## src/rtl/alpha_fetch_unit_if.sv

```systemverilog
// Fetch unit bus bundle: instruction-memory req/gnt/rvalid port, redirect input and decode handshake.
// master = fetch unit side, slave = memory/decode/EX side.
interface alpha_fetch_unit_if;
  logic        imem_req;
  logic [31:0] imem_addr;
  logic        imem_gnt;
  logic        imem_rvalid;
  logic [31:0] imem_rdata;
  logic        redirect;
  logic [31:0] redirect_pc;
  logic        id_valid;
  logic [31:0] id_inst;
  logic [31:0] id_pc;
  logic        id_ready;

  modport master (
    output imem_req, imem_addr, id_valid, id_inst, id_pc,
    input  imem_gnt, imem_rvalid, imem_rdata, redirect, redirect_pc, id_ready
  );

  modport slave (
    input  imem_req, imem_addr, id_valid, id_inst, id_pc,
    output imem_gnt, imem_rvalid, imem_rdata, redirect, redirect_pc, id_ready
  );
endinterface

```

## src/rtl/alpha_fetch_unit.sv

```systemverilog
// Instruction fetch front end: PC, credit-limited in-order imem reads, prefetch FIFO to decode.
// Word reaches id_valid one cycle after its rvalid; decode stall holds words, fetch stops when no credit.
module alpha_fetch_unit #(
  parameter logic [31:0] RESET_PC   = 32'hBFC0_0000,
  parameter int          FIFO_DEPTH = 4,
  parameter int          MAX_OUTST  = 2
) (
  input logic                clk,
  input logic                rst,
  alpha_fetch_unit_if.master bus
);
  localparam int AW = $clog2(FIFO_DEPTH);
  localparam int CW = $clog2(FIFO_DEPTH + 1);
  localparam int OW = $clog2(MAX_OUTST + 1);

  localparam logic [0:0] ST_IDLE = 1'b0;
  localparam logic [0:0] ST_RUN  = 1'b1;

  logic [0:0]    state;
  logic [31:0]   fetch_pc;
  logic [OW-1:0] outst;
  logic [OW-1:0] drop;
  logic [OW-1:0] outst_nxt;
  logic [CW-1:0] count;
  logic [CW:0]   credit_used;
  logic [AW-1:0] wr_ptr;
  logic [AW-1:0] rd_ptr;
  logic [AW-1:0] tag_wr;
  logic [AW-1:0] tag_rd;
  logic [31:0]   inst_mem [FIFO_DEPTH];
  logic [31:0]   pc_mem   [FIFO_DEPTH];
  logic [31:0]   tag_mem  [FIFO_DEPTH];
  logic          req;
  logic          fire;
  logic          rsp;
  logic          push;
  logic          pop;

  // Every outstanding word (including ones to be dropped) already owns a FIFO slot.
  always_comb begin
    credit_used = {1'b0, count} + (CW+1)'(outst);
    req         = (state == ST_RUN) && !bus.redirect &&
                  (outst < OW'(MAX_OUTST)) && (credit_used < (CW+1)'(FIFO_DEPTH));
    fire        = req && bus.imem_gnt;
    rsp         = bus.imem_rvalid && (outst != '0);
    push        = rsp && (drop == '0) && !bus.redirect;
    pop         = (count != '0) && bus.id_ready;
    outst_nxt   = outst + OW'(fire) - OW'(rsp);
  end

  assign bus.imem_req  = req;
  assign bus.imem_addr = fetch_pc;
  assign bus.id_valid  = (count != '0);
  assign bus.id_inst   = inst_mem[rd_ptr];
  assign bus.id_pc     = pc_mem[rd_ptr];

  always_ff @(posedge clk or negedge rst) begin
    if (!rst) begin
      state    <= ST_IDLE;
      fetch_pc <= RESET_PC;
      outst    <= '0;
      drop     <= '0;
      count    <= '0;
      wr_ptr   <= '0;
      rd_ptr   <= '0;
      tag_wr   <= '0;
      tag_rd   <= '0;
      for (int i = 0; i < FIFO_DEPTH; i++) begin
        inst_mem[i] <= '0;
        pc_mem[i]   <= '0;
        tag_mem[i]  <= '0;
      end
    end else begin
      state <= ST_RUN;
      outst <= outst_nxt;

      if (bus.redirect)
        fetch_pc <= bus.redirect_pc & 32'hFFFF_FFFC;
      else if (fire)
        fetch_pc <= fetch_pc + 32'd4;

      // Tag queue is not flushed: dropped responses still consume their tags in order.
      if (fire) begin
        tag_mem[tag_wr] <= fetch_pc;
        tag_wr          <= tag_wr + AW'(1);
      end
      if (rsp)
        tag_rd <= tag_rd + AW'(1);

      if (bus.redirect)
        drop <= outst_nxt;
      else if (rsp && (drop != '0))
        drop <= drop - OW'(1);

      if (push) begin
        inst_mem[wr_ptr] <= bus.imem_rdata;
        pc_mem[wr_ptr]   <= tag_mem[tag_rd];
      end

      if (bus.redirect) begin
        count  <= '0;
        wr_ptr <= '0;
        rd_ptr <= '0;
      end else begin
        if (push)
          wr_ptr <= wr_ptr + AW'(1);
        if (pop)
          rd_ptr <= rd_ptr + AW'(1);
        count <= count + CW'(push) - CW'(pop);
      end
    end
  end
endmodule
```

## src/flat_wrapper.sv

```systemverilog
// flat-port wrapper written by rule: the top's interface ports become plain ports
module alpha_fetch_unit_flat 
#(
  parameter logic [31:0] RESET_PC   = 32'hBFC0_0000,
  parameter int          FIFO_DEPTH = 4,
  parameter int          MAX_OUTST  = 2
)
  (clk, rst, bus_imem_req, bus_imem_addr, bus_id_valid, bus_id_inst, bus_id_pc, bus_imem_gnt, bus_imem_rvalid, bus_imem_rdata, bus_redirect, bus_redirect_pc, bus_id_ready);
  alpha_fetch_unit_if bus_i ();
  input logic clk;
  input logic rst;
  output wire logic [$bits(bus_i.imem_req)-1:0] bus_imem_req;
  output wire logic [$bits(bus_i.imem_addr)-1:0] bus_imem_addr;
  output wire logic [$bits(bus_i.id_valid)-1:0] bus_id_valid;
  output wire logic [$bits(bus_i.id_inst)-1:0] bus_id_inst;
  output wire logic [$bits(bus_i.id_pc)-1:0] bus_id_pc;
  input wire logic [$bits(bus_i.imem_gnt)-1:0] bus_imem_gnt;
  input wire logic [$bits(bus_i.imem_rvalid)-1:0] bus_imem_rvalid;
  input wire logic [$bits(bus_i.imem_rdata)-1:0] bus_imem_rdata;
  input wire logic [$bits(bus_i.redirect)-1:0] bus_redirect;
  input wire logic [$bits(bus_i.redirect_pc)-1:0] bus_redirect_pc;
  input wire logic [$bits(bus_i.id_ready)-1:0] bus_id_ready;
  assign bus_imem_req = bus_i.imem_req;
  assign bus_imem_addr = bus_i.imem_addr;
  assign bus_id_valid = bus_i.id_valid;
  assign bus_id_inst = bus_i.id_inst;
  assign bus_id_pc = bus_i.id_pc;
  assign bus_i.imem_gnt = bus_imem_gnt;
  assign bus_i.imem_rvalid = bus_imem_rvalid;
  assign bus_i.imem_rdata = bus_imem_rdata;
  assign bus_i.redirect = bus_redirect;
  assign bus_i.redirect_pc = bus_redirect_pc;
  assign bus_i.id_ready = bus_id_ready;
  alpha_fetch_unit #(.RESET_PC(RESET_PC), .FIFO_DEPTH(FIFO_DEPTH), .MAX_OUTST(MAX_OUTST)) u_core (.clk(clk), .rst(rst), .bus(bus_i));
endmodule
```

## config.mk

```make
export PLATFORM = sky130hd
export DESIGN_NAME = alpha_fetch_unit_flat
export DESIGN_NICKNAME = d
export VERILOG_FILES = /design/src/rtl/alpha_fetch_unit_if.sv /design/src/rtl/alpha_fetch_unit.sv /design/src/flat_wrapper.sv
export SDC_FILE = /design/constraint.sdc
export NUM_CORES = 1
export LEC_CHECK = 0
export CAP_MARGIN = 10
export CORE_MARGIN = 5
export CORE_UTILIZATION = 45
export DETAILED_ROUTE_END_ITERATION = 12
export PLACE_DENSITY_LB_ADDON = 0.05
export SLEW_MARGIN = 40
export SYNTH_ARGS = -nofsm -noshare
export SYNTH_HDL_FRONTEND = slang
export SYNTH_SLANG_ARGS = --single-unit
```

## constraint.sdc

```tcl
create_clock -name clk -period 2.6 [get_ports clk]
set_input_delay 0.26 -clock clk [delete_from_list [all_inputs] [get_ports clk]]
set_output_delay 0.26 -clock clk [all_outputs]
set_load 0.01 [all_outputs]
```

# == Word level (Yosys, flattened, before mapping) ==
# Cells that the tools add are included.
# totals
regBits,432
ramBits,0
latchBits,0
word_cells,89
mem_bits_ro,0
n_memories,0
# classes
n_div,0
shifts,0
bitwise,4
mul,0
mux,25
n_reduce_logical,20
eq_ne,0
order_cmp,8
add_sub_neg,11
# ops
cell,count
$bwmux W128,3
$mux W32,10
$bmux W32 S2,3
$demux W32 S2,2
$add A32 B3 Y32 const B,1
$ge A3 B3 Y1 const B,4
$mux W2,6
$not A2 Y3,4
$reduce_bool A2 Y1,6
$logic_and A1 B1 Y1,11
$add A2 B1 Y2 const B,4
$lt A3 B1 Y1 const B,2
$add A3 B2 Y4,1
$lt A4 B3 Y1 const B,1
$add A3 B1 Y3,1
$mux W3,1
$reduce_bool A3 Y1,1
$sub A3 B1 Y3,1
$add A2 B1 Y2,1
$logic_not A2 Y1,1
$lt A2 B2 Y1 const B,1
$sub A2 B1 Y2,1
$sub A2 B1 Y2 const B,1
$logic_not A1 Y1,1

# == Logic depth before layout (Yosys ltp) ==
# Gate-level depths: netlist (run 1).
# logic_depth
depth_word,8
depth_mapped,11

# == Worst setup path before layout (run 1) ==
# No wires, ideal clock.
# synth_timing
path_kind,reg2reg
from,register u_core.count[2]
to,register u_core.count[2]
path_buffers,0
t_arrival_ns,2.039
path_slack_ns,0.429
path_stages_with_launch,10
setup_ns,0.132
period_less_slack_ns,2.171
path_cell_list,dfrtp_1 or3_1 and2_1 ha_1 inv_1 ha_1 inv_1 fa_1 xnor2_1 nor2_1
# synth_between
elab_chain_len,4
# synth_rtl
item,line_no,text
start: declaration,alpha_fetch_unit.sv:24,logic [CW-1:0] count;
start signal: assignment,alpha_fetch_unit.sv:109,count <= count + CW'(push) - CW'(pop);
$reduce_bool A3 Y1,-,
net bus_id_valid,flat_wrapper.sv:14,output wire logic [$bits(bus_i.id_valid)-1:0] bus_id_valid;
$logic_and A1 B1 Y1,alpha_fetch_unit.sv:47,pop = (count != '0) && bus.id_ready;
$sub A3 B1 Y3,alpha_fetch_unit.sv:109,
$mux W3,alpha_fetch_unit.sv:100,if (bus.redirect) begin
# The timed path passes the listed nets, and every way through them passes these cells.
# A chain may end at the register's enable or synchronous reset.

# == Final worst setup path (run 1) ==
# layout_timing
from,register u_core.rd_ptr[0]
to,output bus_id_pc[2]
# layout_between
elab_chain_len,4
# layout_rtl
item,line_no,text
start: declaration,alpha_fetch_unit.sv:27,logic [AW-1:0] rd_ptr;
start signal: assignment,alpha_fetch_unit.sv:108,rd_ptr <= rd_ptr + AW'(1);
$not A2 Y3 (implied by the code),alpha_fetch_unit.sv:55,assign bus.id_pc = pc_mem[rd_ptr];
$bmux W32 S2,alpha_fetch_unit.sv:55,
$mux W32 (implied by the code) (2 in a row),alpha_fetch_unit.sv:55,
end: declaration,flat_wrapper.sv:16,output wire logic [$bits(bus_i.id_pc)-1:0] bus_id_pc;
# No other way between the ends. The select of a mux whose other input is x is not followed.

==> results.json, run 1 <==
{
  "syn_inst": 1223,
  "maxSlewViolCount": 0,
  "synth_top_area_share_pct": 54.2,
  "syn_area_um2": 18700,
  "pin_count": 168,
  "synth-main-ff-cell": "dfrtp_1",
  "htree_levels": 2,
  "worst_pin_slew_ns": 0.731,
  "synthArstFlopShare_pct": 100,
  "design_area_um2": 22900,
  "antenna_left": 0,
  "path_clk_slew_ns": 0.06,
  "rsz0062_at_grt": "true",
  "period_share_pct": 97.4,
  "timing.slew.headroom_pct": 51.2,
  "die_height_um": 214,
  "numCtsBuffers": 46,
  "grt_max_degree": 87,
  "cellInternalPower_w": 0.0165,
  "synthTopCellsByCount": "dfrtp_1 (405), mux2_2 (357), mux4_2 (92), nand2_1 (59), o21ai_0 (36)",
  "startpoint_type": "register",
  "dr.pass1.iters": 4,
  "cap_violations": 0,
  "pwr-share-clk_pct": 27.9,
  "cp_max_fo": 6,
  "holdCritPathClass": "primary input to register",
  "initialDrtViolationCount": 482,
  "cts_sinks": 414,
  "place_area_um2": 21300,
  "grt_pass1_wl_um": 67300,
  "drc": 0,
  "syn_avg_cell_area_um2": 15.3,
  "hpwl_um": 26800,
  "globalplace.congestion": 0.771,
  "synthTopCellsByArea": "dfrtp_1 (54%), mux2_2 (22%), mux4_2 (11%)",
  "synth_top_area_cell": "dfrtp_1",
  "slowest_delay_ns": 0.54,
  "seq_area_um2": 10400,
  "finalPower_w": 0.0231,
  "period_needed_ns": 2.53,
  "path_cells": "buf_4 -> mux4_2 -> clkdlybuf4s50_1",
  "initial_core_util_pct": 45.7,
  "clock-root-buffer": "clkbuf_16",
  "status": "finished, final reports clean",
  "cts_tree": "done",
  "ir_drop_mv": 0.521,
  "core_area_um2": 40900,
  "arrival_ns": 2.27,
  "io_buffers": 161,
  "dieWidth_um": 214,
  "wl_per_cell_um": 20.8,
  "grt_use_total_pct": 18.6,
  "cpMaxStageDelayCell": "clkdlybuf4s50_1",
  "final_nets": 1509,
  "vias_per_cell": 5.47,
  "area_delta_synth_final_pct": 22.5,
  "synth_enable_flop_cells": 0,
  "finalHoldViolations": 0,
  "max_clock_freq_mhz": 395,
  "multiInputGateArea_um2": 7700,
  "power_density_nw_per_um2": 1010,
  "ys_ff_latch": 414,
  "synth-seq-area-share_pct": 55.5,
  "p_seq_share_pct": 40.4,
  "synth.distinct_cells": 51,
  "required_ns": 2.34,
  "overflow": 0,
  "clk_latency_ns": 0.56,
  "skew_ns": 0.0117,
  "finalWorstSetupSlack_ns": 0.0677,
  "p_sw_w": 0.00661,
  "wirelength_um": 41300,
  "antenna_found_initial": 0,
  "combPwrFrac_pct": 31.7,
  "nFillCells": 3401,
  "die_area_um2": 45700,
  "yosys_warnings": 0,
  "drive_above_1_share_pct": 42.5,
  "rows": 74,
  "p_leak_nw": 10.6,
  "finish.utilization_pct": 55.9,
  "setup_violations": 0,
  "dpl_worst_slack_ns": 0.195,
  "grt_pass1_vias": 11800,
  "crit_type": "register to output port",
  "cp-end-kind": "output port",
  "clock_path_buffers": 3,
  "n_antenna_cell": 0,
  "vias": 10900,
  "switching_share_pct": 28.6,
  "synth.most_common_cell": "dfrtp_1"
}
layout make-up:
type	instances	area share, %
well taps	532	2.91
clock buffers	73	6.19
clock inverters	7	0.383
flip-flops and latches	414	45.3
inverters	17	0.279
repair buffers	238	11.3
multi-input cells	706	33.6
flip-flops by register name (all words and copies together), names as in the netlist:
register              cells
u_core.outst              2
u_core.drop               2
u_core.pc_mem           120
u_core.tag_wr             2
u_core.count              3
u_core.tag_mem          120
u_core.state              1
u_core.bus.imem_addr     30
u_core.rd_ptr             2
u_core.inst_mem         128
u_core.wr_ptr             2
u_core.tag_rd             2
stage by stage:
stage                     hold slack [ns]  cells  TNS (ns)
after global placement              0.208   1894         0
after CTS                          0.0667   1980    -0.274
after global routing               0.0961   1987  -0.00605
after floorplan                   -0.0356   1226         0
after detailed placement            0.208   1894         0
final                              0.0948   1987         0
layer usage:
layer / share of wire, % / GRT usage [%] / vias to the layer above / routed length (um)
met2: 47 / 29.4 / 196 / 19500
met5: 0 / 0 / - / 0
met1: 47 / 26.9 / 5721 / 19200
met3: 4.4 / 3.23 / 53 / 1840
li1: - / - / 4902 / -
met4: 1.9 / 5.04 / 0 / 791
path summary, 6_finish.rpt:
| kind | start | end | slack (ns) | depth (start not counted) |
|---|---|---|---|---|
| max in group asynchronous | rst | u_core.inst_mem[97]$_DFFE_PN0P_ | 1.57 | 3 |
| min in group asynchronous | rst | u_core.inst_mem[125]$_DFFE_PN0P_ | 0.21 | 2 |
| worst max register to register | u_core.count[1]$_DFF_PN0_ | u_core.count[2]$_DFF_PN0_ | 0.30 | 10 |
| worst min register to register | u_core.tag_mem[119]$_DFFE_PN0P_ | u_core.tag_mem[119]$_DFFE_PN0P_ | 0.48 | 2 |
| worst min-delay path | bus_redirect | u_core.rd_ptr[0]$_DFFE_PN0P_ | 0.09 | 3 |
| worst max-delay path | u_core.rd_ptr[0]$_DFFE_PN0P_ | bus_id_pc[2] | 0.07 | 3 |
placed cells by master, fill, tap and decap left out, drive strengths merged, types with 4 or more instances in the layout:
cell,n
a21oi,6
a31oi,7
and2,7
and3,4
buf,78
clkbuf,73
clkdlybuf4s15,5
clkdlybuf4s50,103
clkinv,4
conb,5
dfrtp,405
dfstp,9
dlygate4sd2,43
dlymetal6s2s,8
ha,15
inv,17
mux2,357
mux4,92
nand2,60
nand3,22
nand3b,5
nand4,7
nor2,17
nor2b,8
nor4,4
o211ai,9
o21ai,37
o311ai,10
xnor2,9
repair_timing:
action | in CTS | in global routing
hold buffers | 1 | 0
pin swaps | 0 | 0
resized for setup | 55 | 11
buffers inserted | 5 | 7
hold endpoints to repair | 74 | 0
setup endpoints to repair | 56 | 18
cells by family after synthesis:
group / Yosys count / synth area share, %
AND/OR/NAND/NOR: 146 / 4.11
other: 2 / 0.0402
flip-flops: 414 / 55.5
buffers and inverters: 106 / 3.42
XOR/XNOR: 11 / 0.516
AO/OA/AOI/OAI: 77 / 2.59
adder cells (fa/ha/maj): 16 / 1.11
multiplexers: 451 / 32.7
power by group through the flow:
stage          logic [W]  clock network, W  registers [W]
2_1_floorplan    0.00478                 0        0.00906
3_3_place_gp     0.00745                 0        0.00940
3_5_place_dp     0.00755                 0        0.00946
4_1_cts          0.00735           0.00666        0.00934
5_1_grt          0.00799           0.00690        0.00956
6_report         0.00731           0.00645        0.00933
worst max-delay path: cells and delay by family, from the launching register on:
| kind | cells | cell delay, ns |
|---|---|---|
| buffers and inverters | 2 | 0.69 |
| flip-flops | 1 | 0.53 |
| multiplexers | 1 | 0.49 |
(Power assumes the default switching activity.)
==> run 2: changes to the inputs <==
==> constraint.sdc (replaced) <==
create_clock -name clk -period 2.65 [get_ports clk]
set_input_delay 0.265 -clock clk [delete_from_list [all_inputs] [get_ports clk]]
set_output_delay 0.265 -clock clk [all_outputs]
set_load 0.01 [all_outputs]
==> results.json, run 2 (same netlist as run 1, synthesis figures left out) <==
{
  "status": "finished, final reports clean",
  "dr.pass1.iters": 4,
  "n_antenna_cell": 0,
  "finalWorstSetupSlack_ns": 0.0885,
  "cp-end-kind": "output port",
  "max_clock_freq_mhz": 390,
  "wirelength_um": 41100,
  "pin_count": 168,
  "grt_use_met2_pct": 29.1,
  "nFillCells": 3400,
  "cellInternalPower_w": 0.0162,
  "clock-root-buffer": "clkbuf_16",
  "period_needed_ns": 2.56,
  "hpwl_um": 26300,
  "initialDrtViolationCount": 547,
  "fin_tns_setup_ns": 0,
  "reg_top3": "u_core.inst_mem (128), u_core.pc_mem (120), u_core.tag_mem (120)",
  "met3_usage_pct": 3.17,
  "startpoint": "u_core.rd_ptr[0]$_DFFE_PN0P_",
  "grt_max_degree": 74,
  "htree_levels": 2,
  "p_leak_nw": 10.6,
  "use_met1_pct": 26.6,
  "arrival_ns": 2.30,
  "initial_core_util_pct": 45.7,
  "power_density_nw_per_um2": 993,
  "rr_worst_depth": 9,
  "cts_sinks": 414,
  "p_seq_share_pct": 40.5,
  "globalplace.congestion": 0.732,
  "worst_pin_slew_ns": 0.622,
  "dpl_worst_slack_ns": 0.171,
  "pwr-share-clk_pct": 27.6,
  "period_share_pct": 96.7,
  "clk_latency_ns": 0.56,
  "cap_violations": 0,
  "ir_drop_mv": 0.461,
  "grt_pass1_vias": 11700,
  "largest_reg_flops": 128,
  "drive_above_1_share_pct": 42.7,
  "die_height_um": 214,
  "switching_share_pct": 28.6,
  "numCtsBuffers": 45,
  "cp_max_fo": 5,
  "antenna_found_initial": 0,
  "area_delta_synth_final_pct": 22.2,
  "cts_tree": "done",
  "required_ns": 2.38,
  "final_common_cell": "dfrtp_1",
  "combPwrFrac_pct": 31.9,
  "p_sw_w": 0.00649,
  "skew_ns": 0.0152,
  "grt-busiest-layer": "met2",
  "antenna_left": 0,
  "crit_type": "register to output port",
  "vias_per_cell": 5.50,
  "clock_path_buffers": 3,
  "core_area_um2": 40900,
  "final_cell_mix": "dfrtp_1 (402), mux2_2 (357), clkdlybuf4s50_1 (107)",
  "finalHoldViolations": 0,
  "vias": 11000,
  "path_clk_slew_ns": 0.06,
  "timing.rr.start": "u_core.count[0]$_DFF_PN0_",
  "setup_violations": 0,
  "maxSlewViolCount": 0,
  "io_buffers": 161,
  "overflow": 0,
  "rows": 74,
  "dieWidth_um": 214,
  "die_area_um2": 45700,
  "timing.slew.headroom_pct": 58.5,
  "grt_use_total_pct": 18.4,
  "grt_pass1_wl_um": 66500,
  "wl_per_cell_um": 20.6,
  "startpoint_type": "register",
  "rsz0062_at_grt": "false",
  "final_nets": 1509,
  "holdCritPathClass": "primary input to asynchronous set/reset pin",
  "drc": 0,
  "top_register": "u_core.inst_mem"
}
run 2: cell count changes in the layout (fill, tap and decap cells not counted), moves of 2 or more:
| cell | delta |
|---|---|
| buf_12 | -9 |
| buf_4 | +9 |
| clkdlybuf4s15_1 | -5 |
| clkbuf_8 | +4 |
| clkdlybuf4s50_1 | +4 |
| buf_16 | +3 |
| clkinv_2 | +3 |
| buf_6 | -2 |
| clkbuf_16 | -2 |
run 2: layout make-up:
cell class / instances / area (um^2) / area share (%)
flip-flops and latches: 414 / 10400 / 45.5
clock inverters: 9 / 73.8 / 0.323
clock buffers: 74 / 1420 / 6.21
inverters: 17 / 63.8 / 0.280
well taps: 532 / 666 / 2.92
multi-input cells: 706 / 7700 / 33.7
repair buffers: 239 / 2530 / 11.1
run 2: power groups by stage:
| stage | logic [W] | registers, W | clock network (W) |
|---|---|---|---|
| global route | 0.00789 | 0.00942 | 0.00673 |
| detailed placement | 0.00720 | 0.00938 | 0 |
| finish | 0.00723 | 0.00919 | 0.00625 |
| global placement | 0.00710 | 0.00932 | 0 |
| floorplan | 0.00469 | 0.00889 | 0 |
| CTS | 0.00718 | 0.00920 | 0.00646 |
run 2: critical path: stages (launching register included):
cell and delay, ns:
dfrtp_4 0.49, buf_4 0.17, buf_4 0.16, mux4_2 0.43, clkdlybuf4s50_1 0.50
run 2: path summary, 6_finish.rpt:
path | slack (ns) | endpoint
worst min register to register | 0.48 | u_core.tag_mem[100]$_DFFE_PN0P_
max in group asynchronous | 1.53 | u_core.inst_mem[105]$_DFFE_PN0P_
min in group clk | 0.27 | u_core.bus.imem_addr[25]$_DFFE_PN1P_
worst max register to register | 0.44 | u_core.count[2]$_DFF_PN0_
worst min-delay path | 0.27 | u_core.inst_mem[59]$_DFFE_PN0P_
worst max-delay path | 0.09 | bus_id_pc[9]
run 2: timing repair:
item | 4_1_cts | 5_1_grt
resized for setup | 47 | 9
hold buffers | 1 | 0
endpoints found under the setup margin | 62 | 14
hold endpoints to repair | 63 | 0
buffers inserted | 10 | 23
run 2: metal layers:
metal / vias to the layer above / part of all wire [%] / wire length, um
met5: - / 0 / 0
met4: 0 / 1.8 / 734
met3: 55 / 3.8 / 1580
met2: 188 / 47 / 19400
met1: 5788 / 47 / 19400
li1: 4925 / - / -
run 2: through the flow:
step	util [%]	instances	hold WS, ns	area (um^2)	total power (W)
after floorplan	-	1226	-0.0306	18700	0.0136
after global placement	51.5	1874	0.286	21100	0.0164
after detailed placement	51.5	1874	0.288	21100	0.0166
after CTS	55.3	1968	0.229	22600	0.0228
after global routing	55.8	1991	0.262	22800	0.0240
final	55.8	1991	0.269	22800	0.0227
==> run 3: changes to the inputs <==
--- a/config.mk
+++ b/config.mk
@@ -8,6 +8,7 @@
 export CAP_MARGIN = 10
 export CORE_MARGIN = 5
 export CORE_UTILIZATION = 45
+export CTS_BUF_LIST = sky130_fd_sc_hd__clkbuf_2 sky130_fd_sc_hd__clkbuf_4 sky130_fd_sc_hd__clkbuf_8
 export DETAILED_ROUTE_END_ITERATION = 12
 export PLACE_DENSITY_LB_ADDON = 0.05
 export SLEW_MARGIN = 40
==> results.json, run 3 (same netlist as run 1, synthesis figures left out) <==
{
  "arrival_ns": 2.30,
  "grt_use_total_pct": 18.4,
  "grt_pass1_vias": 11900,
  "design_area_um2": 22600,
  "io_buffers": 161,
  "final_nets": 1511,
  "maxSlewViolCount": 0,
  "numCtsBuffers": 73,
  "dieWidth_um": 214,
  "vias_per_cell": 5.51,
  "rows": 74,
  "largest_reg_flops": 128,
  "antenna_left": 0,
  "period_needed_ns": 2.56,
  "top_layer": "met4",
  "finalWorstSetupSlack_ns": 0.0891,
  "overflow": 0,
  "grt_pass1_wl_um": 66400,
  "drc": 0,
  "die_height_um": 214,
  "core_area_um2": 40900,
  "cts_tree": "done",
  "startpoint_type": "register",
  "required_ns": 2.38,
  "antenna_found_initial": 0,
  "initialDrtViolationCount": 592,
  "dr.pass1.iters": 4,
  "holdCritPathClass": "primary input to asynchronous set/reset pin",
  "dpl_worst_slack_ns": 0.171,
  "wl_per_cell_um": 20.5,
  "die_area_um2": 45700,
  "initial_core_util_pct": 45.7,
  "n_antenna_cell": 0,
  "m1WireLength_um": 19200,
  "routed-wl-met2_um": 19100,
  "clock-root-buffer": "clkbuf_8",
  "final_common_cell": "dfrtp_1",
  "cap_violations": 0,
  "cp-end-kind": "output port",
  "grt_max_degree": 74,
  "wirelength_um": 41000,
  "area_delta_synth_final_pct": 21.2,
  "power_density_nw_per_um2": 977,
  "period_share_pct": 96.6,
  "globalplace.congestion": 0.732,
  "finalHoldViolations": 0,
  "crit_type": "register to output port",
  "cts_sinks": 414,
  "htree_levels": 3,
  "drive_above_1_share_pct": 44.1,
  "hpwl_um": 26300,
  "nFillCells": 3448,
  "status": "finished, final reports clean",
  "place_area_um2": 21100,
  "top_register": "u_core.inst_mem",
  "pin_count": 168,
  "clk_latency_ns": 0.60,
  "final_cell_mix": "dfrtp_1 (402), mux2_2 (357), clkdlybuf4s50_1 (101)",
  "ir_drop_mv": 0.398,
  "vias": 11000,
  "clock_path_buffers": 3,
  "cp_max_fo": 12,
  "timing.slew.headroom_pct": 58.3,
  "max_clock_freq_mhz": 390,
  "worst_pin_slew_ns": 0.626,
  "skew_ns": 0.0181,
  "fin_tns_setup_ns": 0,
  "path_clk_slew_ns": 0.06,
  "reg_top3": "u_core.inst_mem (128), u_core.pc_mem (120), u_core.tag_mem (120)",
  "rsz0062_at_grt": "true",
  "routed-wl-met3_um": 1860,
  "setup_violations": 0,
  "p_leak_nw": 10.6
}
## run 3: cell types whose count changed in the layout (fill, tap and decap cells not counted), moves of 6 or more
cell,change
clkbuf_8,+80
clkbuf_16,-47
buf_4,-27
clkbuf_4,+23
clkbuf_1,-13
clkdlybuf4s50_1,-6
## run 3: metal layers
metal / vias to the layer above / global-route usage, %
met5: - / 0
met4: 0 / 5.42
met3: 67 / 4.05
met2: 243 / 28.7
met1: 5806 / 26.2
li1: 4922 / -
## run 3: final cells by class
type / instances / area [um^2] / share of cell area [%]
Clock buffer: 117 / 1470 / 6.48
Clock inverter: 5 / 30.0 / 0.133
Inverter: 17 / 63.8 / 0.282
Multi-Input combinational cell: 706 / 7700 / 34.0
Sequential cell: 414 / 10400 / 45.8
Tap cell: 532 / 666 / 2.94
Timing Repair Buffer: 213 / 2340 / 10.3
## run 3: power breakdown
| group | internal (W) | leakage [nW] | switching [W] | total, W |
|---|---|---|---|---|
| Combinational | 0.00407 | 4.27 | 0.00289 | 0.00696 |
| Sequential | 0.00816 | 5.49 | 0.00103 | 0.00919 |
| Clock | 0.00347 | 0.794 | 0.00251 | 0.00598 |
## run 3: critical path: stages (launching register included)
cell and delay [ns]:
dfrtp_4 0.41, buf_12 0.17, buf_16 0.13, buf_12 0.15, mux4_2 0.52, dlygate4sd2_1 0.30
## run 3: metrics by stage
step	cells	hold WS, ns	util, %	power (W)
3_5_place_dp	1874	0.288	51.5	0.0166
6_report	2004	0.221	55.3	0.0221
2_1_floorplan	1226	-0.0306	-	0.0136
3_3_place_gp	1874	0.286	51.5	0.0164
5_1_grt	2004	0.182	55.3	0.0235
4_1_cts	2002	0.166	55.2	0.0225
## run 3: path summary, 6_finish.rpt
| check | start | endpoint | slack, ns | cells past startpoint |
|---|---|---|---|---|
| worst max-delay path | u_core.rd_ptr[0]$_DFFE_PN0P_ | bus_id_inst[29] | 0.09 | 5 |
| worst min-delay path | rst | u_core.inst_mem[123]$_DFFE_PN0P_ | 0.22 | 2 |
| worst max register to register | u_core.count[0]$_DFF_PN0_ | u_core.count[2]$_DFF_PN0_ | 0.44 | 9 |
| worst min register to register | u_core.tag_mem[87]$_DFFE_PN0P_ | u_core.tag_mem[87]$_DFFE_PN0P_ | 0.48 | 2 |
| max in group asynchronous | rst | u_core.pc_mem[59]$_DFFE_PN0P_ | 1.57 | 3 |
| min in group clk | bus_redirect_pc[12] | u_core.bus.imem_addr[12]$_DFFE_PN0P_ | 0.23 | 3 |
## run 3: repair_timing
| item | in CTS | in global routing |
|---|---|---|
| hold endpoints to repair | 63 | 0 |
| setup buffers | 5 | 2 |
| gates cloned | 0 | 0 |
| gates resized for setup | 50 | 12 |
| setup endpoints to repair | 62 | 10 |
| hold buffers | 1 | 0 |
